===== src/rtl/ctrl_seq_pkg.sv =====
// ctrl_seq_pkg
// Shared definitions for the sequenced control unit: FSM state encoding,
// R-type function codes, write-back select codes and the decoded
// instruction record passed from ctrl_decode to ctrl_seq.
// No ports (package).
package ctrl_seq_pkg;

  typedef enum logic [2:0] {
    IDLE,
    ARM,
    RUN,
    STALL,
    HALT
  } ctrl_state_t;

  // R-type function field values (bits [INSTR_W-3:INSTR_W-6])
  localparam logic [3:0] F_SHL = 4'b0010;
  localparam logic [3:0] F_SHR = 4'b0011;
  localparam logic [3:0] F_SHX = 4'b1111;
  localparam logic [3:0] F_BEQ = 4'b1000;
  localparam logic [3:0] F_BNE = 4'b1001;
  localparam logic [3:0] F_BLT = 4'b1010;
  localparam logic [3:0] F_BR  = 4'b1011;
  localparam logic [3:0] F_STR = 4'b1100;
  localparam logic [3:0] F_LDR = 4'b1101;

  // Write-back select values driven on alu_mem_imm
  localparam logic [1:0] SEL_ALU = 2'b00;
  localparam logic [1:0] SEL_MEM = 2'b01;
  localparam logic [1:0] SEL_MOV = 2'b10;
  localparam logic [1:0] SEL_IMM = 2'b11;

  // Stall counter width; LOAD_LAT is limited to 0..15
  localparam int STALL_W = 4;

  typedef struct packed {
    logic       halt;
    logic       cmp;
    logic       load;
    logic       branch;
    logic [3:0] func;
    logic       dest_reg;
    logic       alu_src;
    logic       reg_write;
    logic       mem_write;
    logic [1:0] alu_mem_imm;
  } decode_t;

endpackage


===== src/rtl/ctrl_seq_if.sv =====
// ctrl_seq_if
// Bundles the bench/datapath-facing signals of ctrl_seq.
//   master: drives start, instruction, zero, less_than; observes controls
//   slave : the control unit side (receives instruction/flags, drives controls)
// Parameters: INSTR_W instruction width, CNT_W cycle counter width.
interface ctrl_seq_if #(
  parameter int INSTR_W = 9,
  parameter int CNT_W   = 16
);

  logic               start;
  logic [INSTR_W-1:0] instruction;
  logic               zero;
  logic               less_than;
  logic               pc_init;
  logic               pc_en;
  logic               branch_en;
  logic               dest_reg;
  logic               alu_src;
  logic               reg_write_en;
  logic               mem_write_en;
  logic [1:0]         alu_mem_imm;
  logic               done;
  logic [CNT_W-1:0]   cycle_count;

  modport master (
    output start, instruction, zero, less_than,
    input  pc_init, pc_en, branch_en, dest_reg, alu_src, reg_write_en,
           mem_write_en, alu_mem_imm, done, cycle_count
  );

  modport slave (
    input  start, instruction, zero, less_than,
    output pc_init, pc_en, branch_en, dest_reg, alu_src, reg_write_en,
           mem_write_en, alu_mem_imm, done, cycle_count
  );

endinterface


===== src/rtl/ctrl_seq_decode.sv =====
// ctrl_decode
// Pure combinational instruction decode. Classifies the instruction by its
// top six bits and produces the raw datapath controls, before any gating by
// the sequencer state.
// Ports:
//   instruction in  INSTR_W  current machine code
//   dec         out decode_t decoded class flags, function field and controls
module ctrl_decode
  import ctrl_seq_pkg::*;
#(
  parameter int INSTR_W = 9
) (
  input  logic [INSTR_W-1:0] instruction,
  output decode_t            dec
);

  logic [1:0] top2;
  logic [3:0] func;
  logic       i_type;
  logic       m_type;
  logic       r_type;
  logic       is_mov;
  logic       is_cmp;
  logic       is_shift;
  logic       is_branch;
  logic       is_store;
  logic       is_load;

  assign top2   = instruction[INSTR_W-1 -: 2];
  assign func   = instruction[INSTR_W-3 -: 4];
  assign i_type = top2[1];
  assign m_type = (top2 == 2'b01);
  assign r_type = (top2 == 2'b00);

  // For M-type the bit right below the class bits picks MOV over CMP
  assign is_cmp    = m_type & ~func[3];
  assign is_mov    = m_type &  func[3];
  assign is_shift  = r_type & ((func == F_SHL) | (func == F_SHR) | (func == F_SHX));
  assign is_branch = r_type & (func[3:2] == 2'b10);
  assign is_store  = r_type & (func == F_STR);
  assign is_load   = r_type & (func == F_LDR);

  assign dec.halt        = (instruction == '0);
  assign dec.cmp         = is_cmp;
  assign dec.load        = is_load;
  assign dec.branch      = is_branch;
  assign dec.func        = func;
  assign dec.dest_reg    = m_type;
  assign dec.alu_src     = is_shift;
  assign dec.reg_write   = ~(is_cmp | is_branch | is_store);
  assign dec.mem_write   = is_store;
  assign dec.alu_mem_imm = {is_mov | i_type, is_load | i_type};

endmodule


===== src/rtl/ctrl_seq.sv =====
// ctrl_seq
// Sequenced control unit: run/halt FSM with a start/done handshake,
// registered compare flags consumed by branches, a load-stall counter for
// multi-cycle data memory and an optional executed-cycle counter.
// Optional feature macro: CTRL_CYCLE_COUNT_EN (cycle_count live when defined,
// tied to zero otherwise).
// Ports:
//   clk    in  clock
//   reset  in  synchronous active-high reset
//   bus    slave modport of ctrl_seq_if (start, instruction, zero, less_than
//          in; pc_init, pc_en, branch_en, dest_reg, alu_src, reg_write_en,
//          mem_write_en, alu_mem_imm, done, cycle_count out)
module ctrl_seq
  import ctrl_seq_pkg::*;
#(
  parameter int INSTR_W  = 9,
  parameter int LOAD_LAT = 0,
  parameter int CNT_W    = 16
) (
  input  logic        clk,
  input  logic        reset,
  ctrl_seq_if.slave   bus
);

  localparam bit STALL_EN = (LOAD_LAT > 0);

  ctrl_state_t        state;
  ctrl_state_t        state_n;
  logic [STALL_W-1:0] stall_cnt;
  logic               zero_q;
  logic               lt_q;
  logic               done_q;
  decode_t            dec;
  logic               take;
  logic               last_stall;

  logic       pc_init;
  logic       pc_en;
  logic       branch_en;
  logic       dest_reg;
  logic       alu_src;
  logic       reg_write_en;
  logic       mem_write_en;
  logic [1:0] alu_mem_imm;

  ctrl_decode #(.INSTR_W(INSTR_W)) u_decode (
    .instruction (bus.instruction),
    .dec         (dec)
  );

  // Branch condition evaluated against the registered flags, so a branch
  // right after a CMP sees the values captured on that CMP's edge.
  always_comb begin
    take = 1'b0;
    case (dec.func)
      F_BEQ:   take = zero_q;
      F_BNE:   take = ~zero_q;
      F_BLT:   take = lt_q;
      F_BR:    take = 1'b1;
      default: take = 1'b0;
    endcase
  end

  assign last_stall = (stall_cnt == STALL_W'(1));

  // Next-state and per-state output gating of the raw decode.
  always_comb begin
    state_n      = state;
    pc_init      = 1'b0;
    pc_en        = 1'b0;
    branch_en    = 1'b0;
    dest_reg     = 1'b0;
    alu_src      = 1'b0;
    reg_write_en = 1'b0;
    mem_write_en = 1'b0;
    alu_mem_imm  = SEL_ALU;
    case (state)
      IDLE: begin
        pc_init = 1'b1;
        if (bus.start) state_n = ARM;
      end
      ARM: begin
        pc_init = 1'b1;
        if (!bus.start) state_n = RUN;
      end
      RUN: begin
        dest_reg     = dec.dest_reg;
        alu_src      = dec.alu_src;
        reg_write_en = dec.reg_write;
        mem_write_en = dec.mem_write;
        alu_mem_imm  = dec.alu_mem_imm;
        branch_en    = dec.branch & take;
        pc_en        = 1'b1;
        if (dec.halt) begin
          state_n = HALT;
          pc_en   = 1'b0;
        end else if (dec.load && STALL_EN) begin
          state_n      = STALL;
          pc_en        = 1'b0;
          reg_write_en = 1'b0;
        end
      end
      STALL: begin
        // The load is still on the instruction bus because pc_en held it.
        dest_reg     = dec.dest_reg;
        alu_src      = dec.alu_src;
        alu_mem_imm  = dec.alu_mem_imm;
        reg_write_en = dec.reg_write & last_stall;
        pc_en        = last_stall;
        if (last_stall) state_n = RUN;
      end
      HALT: begin
        if (bus.start) state_n = ARM;
      end
      default: state_n = IDLE;
    endcase
  end

  // State register, stall counter, compare flags and done flag.
  always_ff @(posedge clk) begin
    if (reset) begin
      state     <= IDLE;
      stall_cnt <= '0;
      zero_q    <= 1'b0;
      lt_q      <= 1'b0;
      done_q    <= 1'b0;
    end else begin
      state  <= state_n;
      done_q <= (state_n == HALT);
      if (state == RUN && state_n == STALL) begin
        stall_cnt <= STALL_W'(LOAD_LAT);
      end else if (state == STALL) begin
        stall_cnt <= stall_cnt - STALL_W'(1);
      end
      if (state == RUN && dec.cmp) begin
        zero_q <= bus.zero;
        lt_q   <= bus.less_than;
      end
    end
  end

`ifdef CTRL_CYCLE_COUNT_EN
  logic [CNT_W-1:0] cycle_q;

  // Counts RUN/STALL cycles, restarting at each launch and saturating.
  always_ff @(posedge clk) begin
    if (reset) begin
      cycle_q <= '0;
    end else if (state == ARM && state_n == RUN) begin
      cycle_q <= '0;
    end else if ((state == RUN || state == STALL) && (cycle_q != {CNT_W{1'b1}})) begin
      cycle_q <= cycle_q + {{(CNT_W-1){1'b0}}, 1'b1};
    end
  end

  assign bus.cycle_count = cycle_q;
`else
  assign bus.cycle_count = {CNT_W{1'b0}};
`endif

  assign bus.pc_init      = pc_init;
  assign bus.pc_en        = pc_en;
  assign bus.branch_en    = branch_en;
  assign bus.dest_reg     = dest_reg;
  assign bus.alu_src      = alu_src;
  assign bus.reg_write_en = reg_write_en;
  assign bus.mem_write_en = mem_write_en;
  assign bus.alu_mem_imm  = alu_mem_imm;
  assign bus.done         = done_q;

endmodule

===== src/flat_wrapper.sv =====
// flat-port wrapper written by rule: the top's interface ports become plain ports
module ctrl_seq_flat import ctrl_seq_pkg::*;
#(
  parameter int INSTR_W  = 9,
  parameter int LOAD_LAT = 0,
  parameter int CNT_W    = 16
)
  (clk, reset, bus_start, bus_instruction, bus_zero, bus_less_than, bus_pc_init, bus_pc_en, bus_branch_en, bus_dest_reg, bus_alu_src, bus_reg_write_en, bus_mem_write_en, bus_alu_mem_imm, bus_done, bus_cycle_count);
  ctrl_seq_if #(.INSTR_W(INSTR_W), .CNT_W(CNT_W)) bus_i ();
  input  logic clk;
  input  logic reset;
  input wire logic [$bits(bus_i.start)-1:0] bus_start;
  input wire logic [$bits(bus_i.instruction)-1:0] bus_instruction;
  input wire logic [$bits(bus_i.zero)-1:0] bus_zero;
  input wire logic [$bits(bus_i.less_than)-1:0] bus_less_than;
  output wire logic [$bits(bus_i.pc_init)-1:0] bus_pc_init;
  output wire logic [$bits(bus_i.pc_en)-1:0] bus_pc_en;
  output wire logic [$bits(bus_i.branch_en)-1:0] bus_branch_en;
  output wire logic [$bits(bus_i.dest_reg)-1:0] bus_dest_reg;
  output wire logic [$bits(bus_i.alu_src)-1:0] bus_alu_src;
  output wire logic [$bits(bus_i.reg_write_en)-1:0] bus_reg_write_en;
  output wire logic [$bits(bus_i.mem_write_en)-1:0] bus_mem_write_en;
  output wire logic [$bits(bus_i.alu_mem_imm)-1:0] bus_alu_mem_imm;
  output wire logic [$bits(bus_i.done)-1:0] bus_done;
  output wire logic [$bits(bus_i.cycle_count)-1:0] bus_cycle_count;
  assign bus_i.start = bus_start;
  assign bus_i.instruction = bus_instruction;
  assign bus_i.zero = bus_zero;
  assign bus_i.less_than = bus_less_than;
  assign bus_pc_init = bus_i.pc_init;
  assign bus_pc_en = bus_i.pc_en;
  assign bus_branch_en = bus_i.branch_en;
  assign bus_dest_reg = bus_i.dest_reg;
  assign bus_alu_src = bus_i.alu_src;
  assign bus_reg_write_en = bus_i.reg_write_en;
  assign bus_mem_write_en = bus_i.mem_write_en;
  assign bus_alu_mem_imm = bus_i.alu_mem_imm;
  assign bus_done = bus_i.done;
  assign bus_cycle_count = bus_i.cycle_count;
  ctrl_seq #(.INSTR_W(INSTR_W), .LOAD_LAT(LOAD_LAT), .CNT_W(CNT_W)) u_core (.clk(clk), .reset(reset), .bus(bus_i));
endmodule

===== config.mk =====
export PLATFORM = sky130hd
export DESIGN_NAME = ctrl_seq_flat
export DESIGN_NICKNAME = d
export VERILOG_FILES = /design/src/rtl/ctrl_seq_pkg.sv /design/src/rtl/ctrl_seq_if.sv /design/src/rtl/ctrl_seq_decode.sv /design/src/rtl/ctrl_seq.sv /design/src/flat_wrapper.sv
export SDC_FILE = /design/constraint.sdc
export NUM_CORES = 1
export LEC_CHECK = 0
export ABC_AREA = 1
export BUFFER_PORTS_ARGS = -buffer_cell sky130_fd_sc_hd__buf_2
export CORE_AREA = 2 2 48 50
export DETAILED_ROUTE_END_ITERATION = 12
export DIE_AREA = 0 0 50 52
export PLACE_DENSITY = 0.76
export REMOVE_ABC_BUFFERS = 1
export SYNTH_ARGS = -nofsm -noshare
export SYNTH_HDL_FRONTEND = slang
export SYNTH_SLANG_ARGS = --single-unit

===== constraint.sdc =====
create_clock -name clk -period 1 [get_ports clk]
set_input_delay 0.1 -clock clk [delete_from_list [all_inputs] [get_ports clk]]
set_output_delay 0.1 -clock clk [all_outputs]
set_load 0.03 [all_outputs]

Yosys cells after proc, flatten, opt, wreduce, memory -nomap -nowiden
Index checks and enable logic that the tools add are counted.
- bits in registers: 10
- output and inout bits: 26
- logic and storage cells: 65
- bits of input ports: 14
- equal/unequal tests: 18
- bitwise operators: 17
- reduce and logical (&&, ||, !) cells: 9
- add/sub/neg operators: 1
- multiplexer cells: 15
- operators with widths (cell ; number):
    4-bit == test, second input constant ; 7
    3-bit 2-to-1 mux ; 4
    3-bit case mux with 4 select lines ; 1
    3-bit by 2-bit == test with 1-bit output, second input constant ; 3
    9-bit zero test ; 1
    1-bit AND ; 8
    4-bit by 2-bit == test with 1-bit output, second input constant ; 2
    2-bit OR reduction ; 4
    3-bit == test, second input constant ; 2
    1-bit 2-to-1 mux ; 6
    1-bit OR ; 6
    4-bit by 1-bit == test with 1-bit output, second input constant ; 1
    1-bit case mux with 2 select lines ; 2
    1-bit case mux with 4 select lines ; 1
    4-bit by 1-bit subtractor with 4-bit output, second input constant ; 1
    3-bit by 1-bit == test with 1-bit output, second input constant ; 1
    3-bit zero test ; 1
    1-bit inverter ; 3
    2-bit by 1-bit == test with 1-bit output, second input constant ; 1
    2-bit == test, second input constant ; 1
    1-bit logical AND ; 2
    2-bit zero test ; 1
    2-bit 2-to-1 mux ; 1

Longest topological paths before layout
- word-level depth: 7
- gate-level depth with buffers: 7
- depth with buffers taken out: 7

By module
Synthesis repeated with hierarchy kept, for this count alone.
- cells, all modules: 147
- area, all modules: 927.1 um2
- modules (own cells, without submodules) (module ; cells an instance ; area an instance (um2) ; times used ; sequential area each (um2)):
    ctrl_seq ; 108 ; 719.4 ; 1 ; 200.2
    ctrl_decode ; 39 ; 207.7 ; 1 ; 0.0

Worst setup path after synthesis
Ideal clock, no wire load.
- path kind: register to output
- start: reg u_core.state[1]
- end: out bus_reg_write_en
- stages on the path, launching flop included: 6
- required time: 0.900 ns
- data arrival time: 1.251 ns
- path buffers: 1
- setup slack: -0.351 ns
- path through: dfxtp_1 > buf_6 > nand2_2 > nor2_4 > nand4_1 > a21oi_1
- longest elaborated chain between the ends: 2
- elaborated cells between the ends (all ways): 3
- those cells by class: 2 x eq/ne; 1 x mux
- ends and longest elaborated chain (element ; RTL line ; text):
    start, declared ; ctrl_seq.sv:27 ; ctrl_state_t state;
    start signal, assigned ; ctrl_seq.sv:128 ; state <= state_n;
    3-bit by 2-bit == test with 1-bit output ; ctrl_seq.sv:77 ; case (state)
    1-bit case mux with 2 select lines * ; ctrl_seq.sv:77 ;
    end, declared ; flat_wrapper.sv:21 ; output wire logic [$bits(bus_i.reg_write_en)-1:0] bus_reg_write_en;
Mark *: on every way between the ends. The rest lies on a longest branch, timed or not.

Worst setup path in the final report
Same ends and word-level chain as after synthesis.

==> metrics.txt <==
# TYPE chip_impl_metric gauge
chip_impl_metric{name="critical_path_buf_inv_count",unit=""} 1
chip_impl_metric{name="synth_edf_count",unit=""} 0
chip_impl_metric{name="antennaDiodeCount",unit=""} 0
chip_impl_metric{name="setup_ws",unit="ns"} -0.380
chip_impl_metric{name="worst_setup_hold_path_clk_slew",unit="ns"} 0.07
chip_impl_metric{name="area_delta_synth_final",unit="%"} 61.9
chip_impl_metric{name="track_usage",unit="%"} 15.7
chip_impl_metric{name="synth_area_per_cell",unit="um2"} 6.30
chip_impl_metric{name="yosys_warnings",unit=""} 0
chip_impl_metric{name="dpl-instance-area",unit="um2"} 1010
chip_impl_metric{name="static-leakage-power",unit="nW"} 0.627
chip_impl_metric{name="io-pin-count",unit=""} 40
chip_impl_info{name="most_frequent_cell_after_synthesis",value="sky130_fd_sc_hd__nand2_1"} 1
chip_impl_metric{name="synth-async-reset-ratio",unit="%"} 0
chip_impl_info{name="worst_setup_path_start_kind",value="register"} 1
chip_impl_metric{name="die_width",unit="um"} 50
chip_impl_metric{name="routed_via_density",unit=""} 4.45
chip_impl_metric{name="drc_errors",unit=""} 0
chip_impl_info{name="yosys_most_used_dff",value="sky130_fd_sc_hd__dfxtp_1"} 1
chip_impl_info{name="cts_tree",value="yes"} 1
chip_impl_metric{name="dr_total_vias",unit=""} 889
chip_impl_metric{name="cts_hold_repair.buffers",unit=""} 0
chip_impl_metric{name="die_area",unit="um2"} 2600
chip_impl_metric{name="ys_seq_elements",unit=""} 10
chip_impl_info{name="critical_path.cell_chain",value="nand2_4 > nor2_4 > nand4_1 > a21oi_2 > buf_6"} 1
chip_impl_metric{name="stdcell_area",unit="um2"} 1260
chip_impl_metric{name="route.detailed.wl_per_inst",unit="um"} 10.3
chip_impl_metric{name="clkLatencyLatePin",unit="ns"} 0.26
chip_impl_info{name="worst_r2r_endpoint",value="u_core.lt_q$_SDFFE_PP0P_"} 1
chip_impl_metric{name="slack_of_the_worst_reg_to_reg_path",unit="ns"} -0.06
chip_impl_metric{name="peakVddDrop",unit="uV"} 605
chip_impl_info{name="top_family_by_delay_on_critical_path",value="flip-flops"} 1
chip_impl_metric{name="cts_buffer_depth",unit=""} 2
chip_impl_metric{name="design.final.nets",unit=""} 189
chip_impl_metric{name="nFillCells",unit=""} 179
chip_impl_metric{name="clock-sinks",unit=""} 10
chip_impl_metric{name="post_synth_num_cell_types",unit=""} 19
chip_impl_metric{name="timing_max_transition_violations_final",unit=""} 0
chip_impl_metric{name="first_global_vias",unit=""} 779
chip_impl_metric{name="grt_start_max_net_pins",unit=""} 7
chip_impl_info{name="outcome",value="finished, violations left"} 1
chip_impl_metric{name="crit_required",unit="ns"} 0.90
chip_impl_info{name="crit_path_top_delay_cell",value="sky130_fd_sc_hd__dfxtp_4"} 1
chip_impl_metric{name="effective_utilization_at_floorplan",unit="%"} 37.1
chip_impl_info{name="yosys.area.top_type",value="sky130_fd_sc_hd__dfxtp_1"} 1
chip_impl_metric{name="timing.final.crit_share",unit="%"} 138
chip_impl_info{name="critPathCaptureType",value="output pin"} 1
chip_impl_metric{name="setup_viol",unit=""} 16
chip_impl_info{name="hold_end",value="u_core.state[1]$_SDFF_PP0_"} 1
chip_impl_info{name="failed_checks",value="negative setup slack"} 1
chip_impl_metric{name="post-route-min-period",unit="ns"} 1.38
chip_impl_metric{name="first_pass_iters",unit=""} 4
chip_impl_info{name="worstHoldPathType",value="input port to register"} 1
chip_impl_metric{name="num_rows",unit=""} 17
chip_impl_info{name="yosys-top-cells-area",value="sky130_fd_sc_hd__dfxtp_1 (26%), sky130_fd_sc_hd__buf_4 (15%), sky130_fd_sc_hd__nand2_1 (11%)"} 1
chip_impl_info{name="timing.setup.critical_path_class",value="register to output pin"} 1
chip_impl_metric{name="detailed_route_wire_length",unit="mm"} 2.05
chip_impl_metric{name="ant_nets",unit=""} 0
chip_impl_metric{name="hold_violations",unit=""} 0
chip_impl_metric{name="grt_pass1_wl",unit="mm"} 3.13
chip_impl_metric{name="worstSetupPathDepth",unit=""} 5
chip_impl_metric{name="timing.critical_path.arrival",unit="ns"} 1.28
chip_impl_metric{name="detail_route.iter0.violations",unit=""} 8
chip_impl_metric{name="skew",unit="ns"} 0.00269
chip_impl_metric{name="worst_r2r_path_depth",unit=""} 6
chip_impl_metric{name="cpPeakStageDelay",unit="ns"} 0.39
chip_impl_metric{name="htreeDepth",unit=""} 1
chip_impl_metric{name="cp_max_fo",unit=""} 4
chip_impl_info{name="hold_start",value="reset"} 1
chip_impl_metric{name="synth.top_cell.area_share",unit="%"} 25.6
chip_impl_metric{name="port-buffer-count",unit=""} 23
chip_impl_metric{name="power-per-cell-area",unit="nW/um2"} 874
chip_impl_metric{name="antenna_found_initial",unit=""} 0
chip_impl_metric{name="mapped_cells",unit=""} 124
chip_impl_metric{name="cap_viol_max_count",unit=""} 0
chip_impl_info{name="synth.cells.most_frequent",value="sky130_fd_sc_hd__nand2_1 (22), sky130_fd_sc_hd__inv_1 (21), sky130_fd_sc_hd__buf_4 (16)"} 1
chip_impl_info{name="grt_setup_unrepaired",value="true"} 1
chip_impl_info{name="worst_r2r_start",value="u_core.state[2]$_SDFF_PP0_"} 1
chip_impl_metric{name="maxClockFrequency",unit="GHz"} 0.724
chip_impl_info{name="clockRootBuffer",value="sky130_fd_sc_hd__clkbuf_4"} 1
chip_impl_metric{name="dieHeight",unit="um"} 52
chip_impl_metric{name="detailed_place_hpwl",unit="mm"} 1.43
chip_impl_metric{name="totalNegativeSetupSlack",unit="ns"} -2.61
chip_impl_metric{name="fraction_of_layout_instances_using_a_drive_strength_above_1",unit="%"} 49.4
chip_impl_metric{name="design.core.area",unit="um2"} 2110
chip_impl_metric{name="gp_congestion",unit=""} 0.858
chip_impl_metric{name="share_of_synthesized_area_occupied_by_flip_flops_and_latches",unit="%"} 25.6
chip_impl_metric{name="post_syn_area",unit="um2"} 781
chip_impl_metric{name="global_route.overflow_total",unit=""} 0
chip_impl_metric{name="worst_hold_path.num_cells",unit=""} 2
chip_impl_metric{name="cts_made_buffers",unit=""} 3
## kinds of logic (layout without fill, tap and decap cells)
family                   Yosys count  after routing  synth area share (%)
AO/OA/AOI/OAI                     19             19                  13.3
other                              1             16                 0.480
AND/OR/NAND/NOR                   52             52                  29.5
buffers and inverters             40             73                  27.9
adder cells (fa/ha/maj)            2              2                  3.20
flip-flops                        10             10                  25.6
## per-layer routing
metal	GRT usage [%]	up-vias	part of all wire [%]
met3	2.01	3	4.4
li1	-	454	-
met2	32.5	32	56
met5	0	-	0
met1	16.0	400	39
met4	4.17	0	0.63
## worst max path at each step
stage	start	end
2_1_floorplan	u_core.state[1]$_SDFF_PP0_	bus_reg_write_en
3_3_place_gp	u_core.state[1]$_SDFF_PP0_	bus_reg_write_en
3_5_place_dp	u_core.state[1]$_SDFF_PP0_	bus_reg_write_en
4_1_cts	u_core.state[1]$_SDFF_PP0_	bus_reg_write_en
5_1_grt	u_core.state[1]$_SDFF_PP0_	bus_reg_write_en
6_report	u_core.state[1]$_SDFF_PP0_	bus_reg_write_en
## power breakdown
group / total, mW / switching, mW / internal [mW]
clock network: 0.362 / 0.141 / 0.221
registers: 0.416 / 0.0121 / 0.404
logic: 0.326 / 0.210 / 0.116
total: 1.10 / 0.363 / 0.741
## sequential cells by signal, indices dropped and copies added (netlist names)
name              flops
u_core.state          3
u_core.bus.done       1
u_core.zero_q         1
u_core.lt_q           1
u_core.stall_cnt      4
## what timing repair did
item | in CTS | in global routing
endpoints found under the setup margin | 17 | 17
pin swaps | 6 | 4
buffers inserted | 3 | 3
resized for setup | 52 | 13
## stage by stage
stage	util [%]	total power, mW	hold slack, ns	cells	setup slack [ns]
2_1_floorplan	-	0.595	0.169	122	-0.397
3_3_place_gp	47.8	0.688	0.312	193	-0.115
3_5_place_dp	47.8	0.693	0.310	193	-0.151
4_1_cts	58.0	1.09	0.0223	199	-0.350
5_1_grt	60.0	1.16	0.0190	200	-0.420
6_report	60.0	1.10	0.0205	200	-0.380
## cell type report
class | count | area (um2) | area share, %
sequential | 10 | 214 | 16.9
clock buffer | 4 | 36.3 | 2.87
inverter | 23 | 91.3 | 7.23
multi-input combinational | 89 | 536 | 42.4
timing repair buffer | 46 | 352 | 27.8
tap | 28 | 35.0 | 2.77
## cells in the final DEF (no fill, tap or decap), types with 6 or more instances in the layout
| cell | n |
|---|---|
| sky130_fd_sc_hd__buf_4 | 21 |
| sky130_fd_sc_hd__nand2_1 | 19 |
| sky130_fd_sc_hd__inv_1 | 16 |
| sky130_fd_sc_hd__conb_1 | 16 |
| sky130_fd_sc_hd__buf_2 | 14 |
| sky130_fd_sc_hd__nor2_1 | 12 |
| sky130_fd_sc_hd__buf_6 | 11 |
| sky130_fd_sc_hd__a21oi_2 | 6 |
Note: power is estimated with default switching activity, not from simulation.
